==> src/rtl/bcd_display_scanner.sv <==
// Three-digit multiplexed seven-segment driver: captures packed BCD into a shadow
// register and scans hundreds/tens/ones onto active-low segment and digit-enable pins.
module bcd_display_scanner #(
  parameter int REFRESH_DIV = 50000
) (
  input  logic        clk,
  input  logic        reset,
  input  logic        load,
  input  logic [11:0] bcd_in,
  input  logic        blank_lz,
  output logic [6:0]  seg,
  output logic [2:0]  an,
  output logic        invalid
);

  localparam int CW = (REFRESH_DIV > 2) ? $clog2(REFRESH_DIV) : 1;
  localparam logic [CW-1:0] CNT_LAST = CW'(REFRESH_DIV - 1);

  typedef enum logic [1:0] {
    DIG_ONES     = 2'd0,
    DIG_TENS     = 2'd1,
    DIG_HUNDREDS = 2'd2
  } digit_t;

  logic [11:0]   shadow;
  logic [CW-1:0] cnt;
  digit_t        idx;
  digit_t        idx_next;
  logic          slot_end;
  logic [3:0]    hundreds;
  logic [3:0]    tens;
  logic [3:0]    ones;
  logic [3:0]    nibble;
  logic          blanked;
  logic [6:0]    seg_next;
  logic [2:0]    an_next;

  function automatic logic [6:0] decode(input logic [3:0] d);
    logic [6:0] s;
    case (d)
      4'd0:    s = 7'h40;
      4'd1:    s = 7'h79;
      4'd2:    s = 7'h24;
      4'd3:    s = 7'h30;
      4'd4:    s = 7'h19;
      4'd5:    s = 7'h12;
      4'd6:    s = 7'h02;
      4'd7:    s = 7'h78;
      4'd8:    s = 7'h00;
      4'd9:    s = 7'h10;
      default: s = 7'h3F;
    endcase
    return s;
  endfunction

  function automatic logic bad_nibble(input logic [3:0] d);
    return d > 4'd9;
  endfunction

  // Capture path; the invalid flag follows the incoming value on the capture edge itself.
  always_ff @(posedge clk or posedge reset) begin
    if (reset) begin
      shadow  <= '0;
      invalid <= 1'b0;
    end else if (load) begin
      shadow  <= bcd_in;
      invalid <= bad_nibble(bcd_in[11:8]) | bad_nibble(bcd_in[7:4]) | bad_nibble(bcd_in[3:0]);
    end
  end

  assign slot_end = (cnt == CNT_LAST);

  always_ff @(posedge clk or posedge reset) begin
    if (reset) begin
      cnt <= '0;
    end else if (slot_end) begin
      cnt <= '0;
    end else begin
      cnt <= cnt + 1'b1;
    end
  end

  always_ff @(posedge clk or posedge reset) begin
    if (reset) begin
      idx <= DIG_ONES;
    end else begin
      idx <= idx_next;
    end
  end

  always_comb begin
    idx_next = idx;
    if (slot_end) begin
      case (idx)
        DIG_ONES:     idx_next = DIG_TENS;
        DIG_TENS:     idx_next = DIG_HUNDREDS;
        default:      idx_next = DIG_ONES;
      endcase
    end
  end

  assign hundreds = shadow[11:8];
  assign tens     = shadow[7:4];
  assign ones     = shadow[3:0];

  // Invalid nibbles are nonzero, so they naturally stop leading-zero suppression.
  always_comb begin
    nibble  = ones;
    blanked = 1'b0;
    an_next = 3'b110;
    case (idx)
      DIG_TENS: begin
        nibble  = tens;
        blanked = blank_lz && (hundreds == 4'd0) && (tens == 4'd0);
        an_next = 3'b101;
      end
      DIG_HUNDREDS: begin
        nibble  = hundreds;
        blanked = blank_lz && (hundreds == 4'd0);
        an_next = 3'b011;
      end
      default: begin
        nibble  = ones;
        blanked = 1'b0;
        an_next = 3'b110;
      end
    endcase
    seg_next = blanked ? 7'h7F : decode(nibble);
  end

  always_ff @(posedge clk or posedge reset) begin
    if (reset) begin
      seg <= 7'h7F;
      an  <= 3'b111;
    end else begin
      seg <= seg_next;
      an  <= an_next;
    end
  end

endmodule

==> config.mk <==
export PLATFORM = sky130hd
export DESIGN_NAME = bcd_display_scanner
export DESIGN_NICKNAME = d
export VERILOG_FILES = /design/src/rtl/bcd_display_scanner.sv
export SDC_FILE = /design/constraint.sdc
export NUM_CORES = 1
export LEC_CHECK = 0
export ABC_AREA = 1
export CORE_ASPECT_RATIO = 1.5
export CORE_MARGIN = 8
export CORE_UTILIZATION = 30
export DETAILED_ROUTE_END_ITERATION = 8
export GPL_ROUTABILITY_DRIVEN = 0
export HOLD_SLACK_MARGIN = 0.02
export PLACE_DENSITY_LB_ADDON = 0.25
export SETUP_SLACK_MARGIN = 0.05
export SYNTH_ARGS = -nofsm -noshare
export SYNTH_HDL_FRONTEND = slang
export SYNTH_SLANG_ARGS = --single-unit
==> constraint.sdc <==
create_clock -name clk -period 2.2 [get_ports clk]
set_input_delay 0.44 -clock clk [delete_from_list [all_inputs] [get_ports clk]]
set_output_delay 0.44 -clock clk [all_outputs]
set_load 0.1 [all_outputs]
==> results of run 1 <==
cell usage after synthesis, drive strengths merged, types with 3 or more instances:
cell type / count
nor2: 28
ha: 8
nand4: 4
xor2: 7
nand2: 89
inv: 38
clkbuf: 3
dfstp: 10
o21ai: 20
nand3: 23
nor3: 3
dfrtp: 31
registers in the layout, summed over array words and instances, names as in the netlist:
signal,flops
shadow,12
cnt,16
idx,2
invalid,1
an,3
seg,7
kinds of logic after synthesis:
group / synth area share [%]
flops: 48.5
compound gates: 5.84
buf+inv: 7.94
xor+xnor: 3.27
simple gates: 29.8
fa+ha+maj: 4.67
power groups by stage:
stage	clock (µW)	combinational (µW)	sequential, µW
global route	540	382	829
global placement	0	355	838
finish	490	353	824
CTS	513	358	824
floorplan	0	97.1	1010
detailed placement	0	358	838
how the worst max path moves through the flow:
| stage | start | to | slack, ps | cells after the start |
|---|---|---|---|---|
| final | idx[0] | seg[3] | 310 | 11 |
| after global routing | idx[0] | seg[3] | 130 | 11 |
| after CTS | idx[0] | seg[3] | 300 | 11 |
| after detailed placement | idx[0] | seg[3] | 320 | 11 |
| after global placement | idx[0] | seg[3] | 390 | 11 |
| after floorplan | idx[0] | seg[3] | 520 | 12 |
layout by cell type, fill, tap and decap left out, types with 4 or more instances in the layout:
cell / n
sky130_fd_sc_hd__nor2_1: 26
sky130_fd_sc_hd__buf_4: 13
sky130_fd_sc_hd__xor2_1: 7
sky130_fd_sc_hd__o21ai_0: 18
sky130_fd_sc_hd__dfstp_2: 10
sky130_fd_sc_hd__clkdlybuf4s50_1: 15
sky130_fd_sc_hd__nand4_1: 4
sky130_fd_sc_hd__nand2_1: 85
sky130_fd_sc_hd__clkbuf_8: 6
sky130_fd_sc_hd__inv_1: 35
sky130_fd_sc_hd__dfrtp_1: 31
sky130_fd_sc_hd__nand3_1: 23
sky130_fd_sc_hd__ha_1: 8
per-layer routing:
metal	wire length (µm)	share of wire [%]	up-vias	track usage, %
li1	-	-	908	-
met1	1960	44	774	10.1
met2	2310	51	27	17.6
met3	154	3.4	5	2.67
met4	70	1.6	0	3.36
met5	0	0	-	0
final cells by class:
class | count | share of cell area [%]
repair buffers | 28 | 9.68
well taps | 80 | 3.91
multi-input cells | 188 | 36.5
clock buffers | 7 | 3.37
inverters | 39 | 5.92
flip-flops and latches | 41 | 40.6
through the flow:
step	utilization [%]	setup WS (ps)	hold WS, ps	area, µm²
floorplan	-	520	448	2140
global placement	34.9	395	471	2470
detailed placement	34.9	318	478	2470
CTS	36.1	304	486	2560
global route	36.1	129	497	2560
finish	36.1	306	482	2560
worst max-delay path, cell delays in order, from the launching register on:
cell and delay (ps):
sky130_fd_sc_hd__dfrtp_1 400, sky130_fd_sc_hd__inv_1 90, sky130_fd_sc_hd__ha_1 460, sky130_fd_sc_hd__inv_2 120, sky130_fd_sc_hd__nand2_1 80, sky130_fd_sc_hd__nand2_1 100, sky130_fd_sc_hd__ha_1 320, sky130_fd_sc_hd__inv_1 60
sky130_fd_sc_hd__nand2_1 40, sky130_fd_sc_hd__nand2_1 60, sky130_fd_sc_hd__nand2_1 40, sky130_fd_sc_hd__nand2_1 60
==> parameters.txt, run 1 <==
Parameter                              Value

STA
  Maximum operating frequency ... 0.528 GHz
  Setup-violating endpoint count in the final report ... 0
  Post-layout minimum cycle time ... 1890 ps
  Final Skew ... 3.79 ps
  Remaining max-slew budget at the tightest pin ... 65.1%
  Post-Route Setup TNS ... 0 ps
  Share of the cycle needed by the critical path after routing ... 86.1%
  Actual transition at the worst max-transition pin ... 523 ps
  RSZ-0062 raised after global routing ... false
  Number of hold-slack violations in the final timing report ... 0
  Final number of max-transition violations ... 0

GRT
  Overall global routing resource usage ... 9.58%
  Via count of the first global-routing pass ... 1760
  Pin count of the biggest net entering global routing ... 42
  Remaining global-route overflow ... 0
  Antenna violations before repair ... 0
  Global-route wire length before repair ... 7.93 mm

Critical path
  Startpoint of the lowest-slack register-to-register path ... idx[0]
  Crit path kind ... reg2reg
  WP data required ... 2440 ps
  Crit start category ... flip-flop
  Crit path max fanout ... 10
  Register-to-Register Setup Slack ... 310 ps
  Data arrival time of the critical path ... 2130 ps
  End of the worst register-to-register path ... seg[3]
  R2R depth ... 11
  Sort of element at the end of the critical path ... flip-flop

Finish
  Area growth from synthesis to final layout ... 19.4%
  Count of filler cells inserted in the layout ... 744
  Antenna diode count ... 0
  Count of nets after finishing ... 327
  Area used by sequential logic in the layout ... 1040 µm²
  Share of final-layout standard cells stronger than drive strength 1 ... 13.5%
  Multi-input logic area ... 935 µm²
  Post-layout instance count excluding filler cells ... 383

Synth
  Cell taking the most area after synthesis ... sky130_fd_sc_hd__dfrtp_1
  Number of nets in the synthesized netlist ... 296
  Top cells by area, synth ... sky130_fd_sc_hd__dfrtp_1 36%, sky130_fd_sc_hd__nand2_1 15%, sky130_fd_sc_hd__dfstp_2 12%, sky130_fd_sc_hd__inv_1 6.1%, sky130_fd_sc_hd__nand3_1 5.4%
  Number of synthesized register bits ... 41
  FFs w/ async S/R, synth ... 100%
  EDFF count, synth ... 0
  Mean cell area of the mapped netlist ... 7.88 µm²
  Number of warnings issued by yosys ... 0
  Summed instance area of the synthesized netlist ... 2140 µm²
  Sequential area share after synthesis ... 48.5%
  Most used flip-flop cell after synthesis ... sky130_fd_sc_hd__dfrtp_1
  Top-area cell type share of the netlist area ... 36.2%
  Number of distinct library cells after synthesis ... 26
  Cells after Synth ... 272

Floorplanning
  Number of placement rows ... 38
  Top-level I/O count ... 27
  Die outline area ... 10200 µm²
  Core outline area ... 7080 µm²
  Horizontal extent of the die ... 85.0 µm
  Die H ... 120 µm
  Initial standard-cell utilization of the core ... 30.3%

Power and ir drop
  Portion of total power attributed to combinational logic ... 21.2%
  Static Leakage ... 0.00126 µW
  Power per Cell Area ... 651 nW/µm²
  Internal power component ... 1150 µW
  Total chip power ... 1670 µW
  Switching Share ... 31.2%
  Portion of total power attributed to the clock network ... 29.4%
  Switching Power ... 520 µW
  Sequential group share of total power ... 49.4%
  Maximum resistive drop on vdd ... 0.000447 V

Worst hold path
  Tightest Hold Check Type ... reg2reg
  Worst hold path depth ... 1
  Endpoint with the worst hold slack ... cnt[0]
  Critical hold path startpoint ... cnt[0]

Placed design
  Port Buffers ... 26
  Placed cell count ... 376
  Placed wire-length estimate after detailed placement ... 3.54 mm

Job
  Total of max-cap violations ... 0

Clock network
  Num Clock Sinks ... 41
  CTS tree ... done
  Clock root buffer ... sky130_fd_sc_hd__clkbuf_8
  Insertion delay of the later-clocked pin in the worst-skew pair ... 290 ps
  Level count of the clock H-tree ... 2
  Clock buffers created by TritonCTS ... 5
  Clock input transition at the sequential cells of the worst setup and hold paths ... 70 ps
  Gates resized, CTS repair ... 0
  Setup repair bufs after CTS ... 0
  Number of hold buffers added after CTS ... 0
  Number of buffers between clock root and the deepest sink ... 2

Detailed routing
  Number of nets with antenna violations after routing ... 0
  Number of remaining DRC errors ... 0
  Total via count in the routed design ... 1714
  Via/cell ratio ... 4.48
  Detailed-routing iteration count for the pre-antenna-repair pass ... 4
  Average wire per cell in the routed design ... 11.7 µm
  1st-iter DRT viols ... 72
  Routed Wire Length ... 4.49 mm

Run status
  Status ... finished clean
No activity file was read; power rests on OpenSTA's default activity.
==> run 2: changes to the inputs <==
CELL_PAD_IN_SITES_DETAIL_PLACEMENT = 2   (was not set)
CELL_PAD_IN_SITES_GLOBAL_PLACEMENT = 2   (was not set)
==> parameters.txt, run 2 (synthesized netlist as in run 1, its figures left out) <==
Parameter                              Value

Critical path
  Crit path max fanout ... 10
  Critical-path cell list ... inv_1, ha_2, inv_2, nand2_1, nand2_1, ha_1, inv_1, nand2_1, nand2_1, nand2_1, nand2_1
  Crit start category ... flip-flop
  Largest delay share family, worst path ... adder cells
  Buf+Inv Stages, Crit Path ... 3
  Critical Path Slowest Stage Cell ... sky130_fd_sc_hd__ha_2
  Most frequent cell on the critical path ... sky130_fd_sc_hd__nand2_1
  WP data required ... 2440 ps
  Maximum cell stage delay along the critical path ... 440 ps
  Sort of element at the end of the critical path ... flip-flop
  Data arrival time of the critical path ... 2140 ps
  Register-to-Register Setup Slack ... 300 ps
  Crit path kind ... reg2reg

Finish
  Final instance area ... 2570 µm²
  Biggest registers after layout ... cnt x16, shadow x12, seg x7
  Count of nets after finishing ... 327
  Area growth from synthesis to final layout ... 20.0%
  Register ranked first by flip-flop count ... cnt
  Antenna diode count ... 0
  Share of final-layout standard cells stronger than drive strength 1 ... 14.5%
  Most frequent cells in the layout ... 85 x sky130_fd_sc_hd__nand2_1, 35 x sky130_fd_sc_hd__inv_1, 31 x sky130_fd_sc_hd__dfrtp_1
  Final core utilization ... 36.3%
  Most common cell after layout, fill and taps aside ... sky130_fd_sc_hd__nand2_1
  Number of flip-flops under the largest register name ... 16

STA
  Post-layout minimum cycle time ... 1900 ps
  Share of the cycle needed by the critical path after routing ... 86.3%
  Number of hold-slack violations in the final timing report ... 0
  Post-Route Setup TNS ... 0 ps
  Minimum setup slack in the final design ... 302 ps
  Maximum operating frequency ... 0.527 GHz
  Actual transition at the worst max-transition pin ... 532 ps
  Worst hold margin ... 513 ps
  Remaining max-slew budget at the tightest pin ... 64.5%
  Final number of max-transition violations ... 0
  Final Skew ... 10.6 ps
  Setup-violating endpoint count in the final report ... 0
  RSZ-0062 raised after global routing ... false

Power and ir drop
  Power per Cell Area ... 668 nW/µm²
  Sequential group share of total power ... 48.2%
  Static Leakage ... 0.00127 µW
  Maximum resistive drop on vdd ... 0.000319 V
  Switching Share ... 32.9%
  Switching Power ... 566 µW
  Internal power component ... 1150 µW
  Portion of total power attributed to combinational logic ... 20.8%
  Portion of total power attributed to the clock network ... 31.1%

Detailed routing
  Routed Wire Length ... 5.78 mm
  Number of nets with antenna violations after routing ... 0
  Total via count in the routed design ... 1843
  1st-iter DRT viols ... 46
  Detailed-routing iteration count for the pre-antenna-repair pass ... 4
  Number of remaining DRC errors ... 0
  Via/cell ratio ... 4.80
  Average wire per cell in the routed design ... 15.0 µm

Clock network
  Insertion delay of the later-clocked pin in the worst-skew pair ... 300 ps
  Num Clock Sinks ... 41
  Level count of the clock H-tree ... 2
  Clock input transition at the sequential cells of the worst setup and hold paths ... 90 ps
  CTS tree ... done
  Clock root buffer ... sky130_fd_sc_hd__clkbuf_8
  Clock buffers created by TritonCTS ... 5
  Number of buffers between clock root and the deepest sink ... 2

Placed design
  DP Area ... 2470 µm²
  Port Buffers ... 26
  Placed wire-length estimate after detailed placement ... 4.77 mm
  Setup slack at placement ... 223 ps

GRT
  Pin count of the biggest net entering global routing ... 42
  Overall global routing resource usage ... 12.7%
  Remaining global-route overflow ... 0
  Antenna violations before repair ... 0
  Via count of the first global-routing pass ... 2096
  Global-route wire length before repair ... 10.2 mm

Floorplanning
  Core outline area ... 7080 µm²
  Die H ... 120 µm
  Horizontal extent of the die ... 85.0 µm
  Number of placement rows ... 38
  Die outline area ... 10200 µm²
  Initial standard-cell utilization of the core ... 30.3%
  Top-level I/O count ... 27

Run status
  Status ... finished clean

Worst hold path
  Tightest Hold Check Type ... reg2reg

Job
  Total of max-cap violations ... 0
==> run 2: cell types whose count changed in the layout (fill, tap and decap cells not counted), sizes merged <==
| cell | previous run | this run |
|---|---|---|
| clkinv | 1 | 3 |
| clkbuf | 7 | 6 |
==> run 2: what timing repair did <==
item	CTS	global route
setup buffers	0	0
endpoints found under the setup margin	0	1
gates resized for setup	0	1
hold endpoints to repair	0	0
hold buffers	0	0
==> run 2: metal layers <==
| layer | vias up | global-route usage, % | wire length (µm) |
|---|---|---|---|
| li1 | 902 | - | - |
| met2 | 23 | 25.1 | 3480 |
| met4 | 0 | 4.37 | 85 |
| met3 | 7 | 2.81 | 137 |
| met5 | - | 0 | 0 |
| met1 | 911 | 12.4 | 2080 |
==> run 2: through the flow <==
| stage | power (µW) | std cells |
|---|---|---|
| 6_report | 1720 | 384 |
| 5_1_grt | 1810 | 384 |
| 4_1_cts | 1750 | 384 |
| 3_5_place_dp | 1210 | 376 |
| 3_3_place_gp | 1200 | 376 |
| 2_1_floorplan | 1100 | 272 |
==> run 2: final timing paths <==
kind / start / endpoint / depth (start not counted)
worst max register to register: idx[1] / seg[3] / 11
min in group asynchronous: reset / cnt[10] / 3
worst max-delay path: idx[1] / seg[3] / 11
worst min register to register: cnt[0] / cnt[0] / 1
worst min-delay path: cnt[0] / cnt[0] / 1
max in group asynchronous: reset / seg[0] / 3
==> run 2: cell type report <==
class                           count  area, µm²
Clock inverter                      2       13.8
Multi-Input combinational cell    188        937
Clock buffer                        6       82.6
Fill cell                         821       4510
Sequential cell                    41       1040
Tap cell                           80        100
Timing Repair Buffer               28        248
Inverter                           39        151
==> run 2: power groups by stage <==
stage | Sequential [µW] | Combinational [µW] | Clock (µW)
after floorplan | 1010 | 97.1 | 0
after global placement | 841 | 358 | 0
after detailed placement | 843 | 364 | 0
after CTS | 829 | 365 | 557
after global routing | 832 | 386 | 589
final | 828 | 357 | 534
==> run 3: changes to the inputs <==
CORE_ASPECT_RATIO = 0.7   (was 1.5)
==> parameters.txt, run 3 (synthesized netlist as in run 1, its figures left out) <==
Parameter                              Value

GRT
  Via count of the first global-routing pass ... 2063
  Pin count of the biggest net entering global routing ... 42
  Remaining global-route overflow ... 0
  Antenna violations before repair ... 0
  Overall global routing resource usage ... 13.4%
  Global-route wire length before repair ... 10.5 mm

Floorplanning
  Core outline area ... 6850 µm²
  Initial standard-cell utilization of the core ... 31.3%
  Die outline area ... 10100 µm²
  Die H ... 86.7 µm
  Horizontal extent of the die ... 117 µm
  Top-level I/O count ... 27
  Number of placement rows ... 25

Power and ir drop
  Total chip power ... 1840 µW
  Maximum resistive drop on vdd ... 0.000302 V
  Power per Cell Area ... 705 nW/µm²
  Static Leakage ... 0.00128 µW

Critical path
  Most frequent cell on the critical path ... sky130_fd_sc_hd__nand2_1
  Sort of element at the end of the critical path ... flip-flop
  Critical-path cell list ... inv_1, ha_2, inv_2, nand2_1, nand2_1, ha_1, inv_1, nand2_1, nand2_1, nand2_1, nand2_1
  WP data required ... 2450 ps
  Crit path kind ... reg2reg
  Data arrival time of the critical path ... 2140 ps
  Crit start category ... flip-flop
  Largest delay share family, worst path ... adder cells
  Critical Path Slowest Stage Cell ... sky130_fd_sc_hd__ha_2
  Buf+Inv Stages, Crit Path ... 3
  Crit path max fanout ... 10
  Maximum cell stage delay along the critical path ... 430 ps

Clock network
  Insertion delay of the later-clocked pin in the worst-skew pair ... 300 ps
  Num Clock Sinks ... 41
  Clock input transition at the sequential cells of the worst setup and hold paths ... 90 ps
  Clock buffers created by TritonCTS ... 5
  CTS tree ... done
  Number of buffers between clock root and the deepest sink ... 2
  Level count of the clock H-tree ... 2
  Setup repair bufs after CTS ... 0
  Clock root buffer ... sky130_fd_sc_hd__clkbuf_8

Run status
  Status ... finished clean

STA
  Share of the cycle needed by the critical path after routing ... 85.8%
  Setup-violating endpoint count in the final report ... 0
  Minimum setup slack in the final design ... 313 ps
  Actual transition at the worst max-transition pin ... 552 ps
  Remaining max-slew budget at the tightest pin ... 63.2%
  Final Skew ... 6.40 ps
  RSZ-0062 raised after global routing ... false
  Number of hold-slack violations in the final timing report ... 0
  Final number of max-transition violations ... 0
  Maximum operating frequency ... 0.530 GHz
  Post-Route Setup TNS ... 0 ps
  Post-layout minimum cycle time ... 1890 ps

Finish
  Number of flip-flops under the largest register name ... 16
  Register ranked first by flip-flop count ... cnt
  Biggest registers after layout ... cnt x16, shadow x12, seg x7
  Antenna diode count ... 0
  Area growth from synthesis to final layout ... 21.7%
  Most frequent cells in the layout ... 85 x sky130_fd_sc_hd__nand2_1, 35 x sky130_fd_sc_hd__inv_1, 31 x sky130_fd_sc_hd__dfrtp_1
  Count of nets after finishing ... 327
  Share of final-layout standard cells stronger than drive strength 1 ... 14.1%
  Most common cell after layout, fill and taps aside ... sky130_fd_sc_hd__nand2_1

Worst hold path
  Tightest Hold Check Type ... reg2reg

Detailed routing
  1st-iter DRT viols ... 53
  Total via count in the routed design ... 1840
  Average wire per cell in the routed design ... 15.8 µm
  Number of nets with antenna violations after routing ... 0
  Routed Wire Length ... 6.28 mm
  Number of remaining DRC errors ... 0
  Via/cell ratio ... 4.62
  Detailed-routing iteration count for the pre-antenna-repair pass ... 4

Placed design
  Setup slack at placement ... 236 ps
  Port Buffers ... 26
  Placed wire-length estimate after detailed placement ... 4.94 mm

Job
  Total of max-cap violations ... 0
[run 3: changes by cell type in the layout (fill, tap and decap cells not counted)]
cell	previous run	this run
sky130_fd_sc_hd__bufinv_16	0	1
sky130_fd_sc_hd__clkbuf_1	0	1
sky130_fd_sc_hd__clkinv_2	1	0
sky130_fd_sc_hd__clkinv_4	2	1
[run 3: layout make-up]
cell class,count,area [µm²]
Tap cell,94,118
Clock buffer,7,86.3
Clock inverter,1,30.0
Inverter,39,151
Multi-Input combinational cell,188,937
Fill cell,785,4240
Sequential cell,41,1040
Timing Repair Buffer,28,248
[run 3: what timing repair did]
action	in CTS	in global routing
setup endpoints to repair	0	1
resized for setup	0	1
hold buffers	0	0
[run 3: through the flow]
| step | instance area (µm²) | utilization [%] | hold slack [ps] | cells |
|---|---|---|---|---|
| 3_5_place_dp | 2490 | 36.3 | 504 | 390 |
| 2_1_floorplan | 2140 | - | 448 | 272 |
| 4_1_cts | 2610 | 38.0 | 537 | 398 |
| 5_1_grt | 2610 | 38.1 | 544 | 398 |
| 6_report | 2610 | 38.1 | 534 | 398 |
| 3_3_place_gp | 2490 | 36.3 | 501 | 390 |
[run 3: layer usage]
| layer | routed length [µm] | global-route usage [%] | vias to the layer above |
|---|---|---|---|
| met5 | 0 | 0 | - |
| met4 | 52 | 3.94 | 0 |
| met3 | 192 | 2.91 | 4 |
| met2 | 2780 | 21.1 | 20 |
| met1 | 3250 | 18.0 | 912 |
| li1 | - | - | 904 |
[run 3: worst paths after layout]
path,from,endpoint,slack (ps),cells after the start
setup reg to reg,idx[0],seg[3],310,11
hold reg to reg,shadow[2],shadow[2],530,2
setup / recovery,idx[0],seg[3],310,11
max in group asynchronous,reset,an[2],1220,3
min in group asynchronous,reset,shadow[2],590,3
hold / removal,shadow[2],shadow[2],530,2
[run 3: report_power, final]
group          switching [µW]  leakage, µW  total [µW]  internal, µW
logic                     273     0.000721         362          88.8
registers                18.5     0.000498         827           809
clock network             280    0.0000585         650           371
[run 3: tightest hold or removal path: stages (launching register included)]
cell and delay (ps):
sky130_fd_sc_hd__dfrtp_1 330, sky130_fd_sc_hd__inv_1 50, sky130_fd_sc_hd__o21ai_0 120
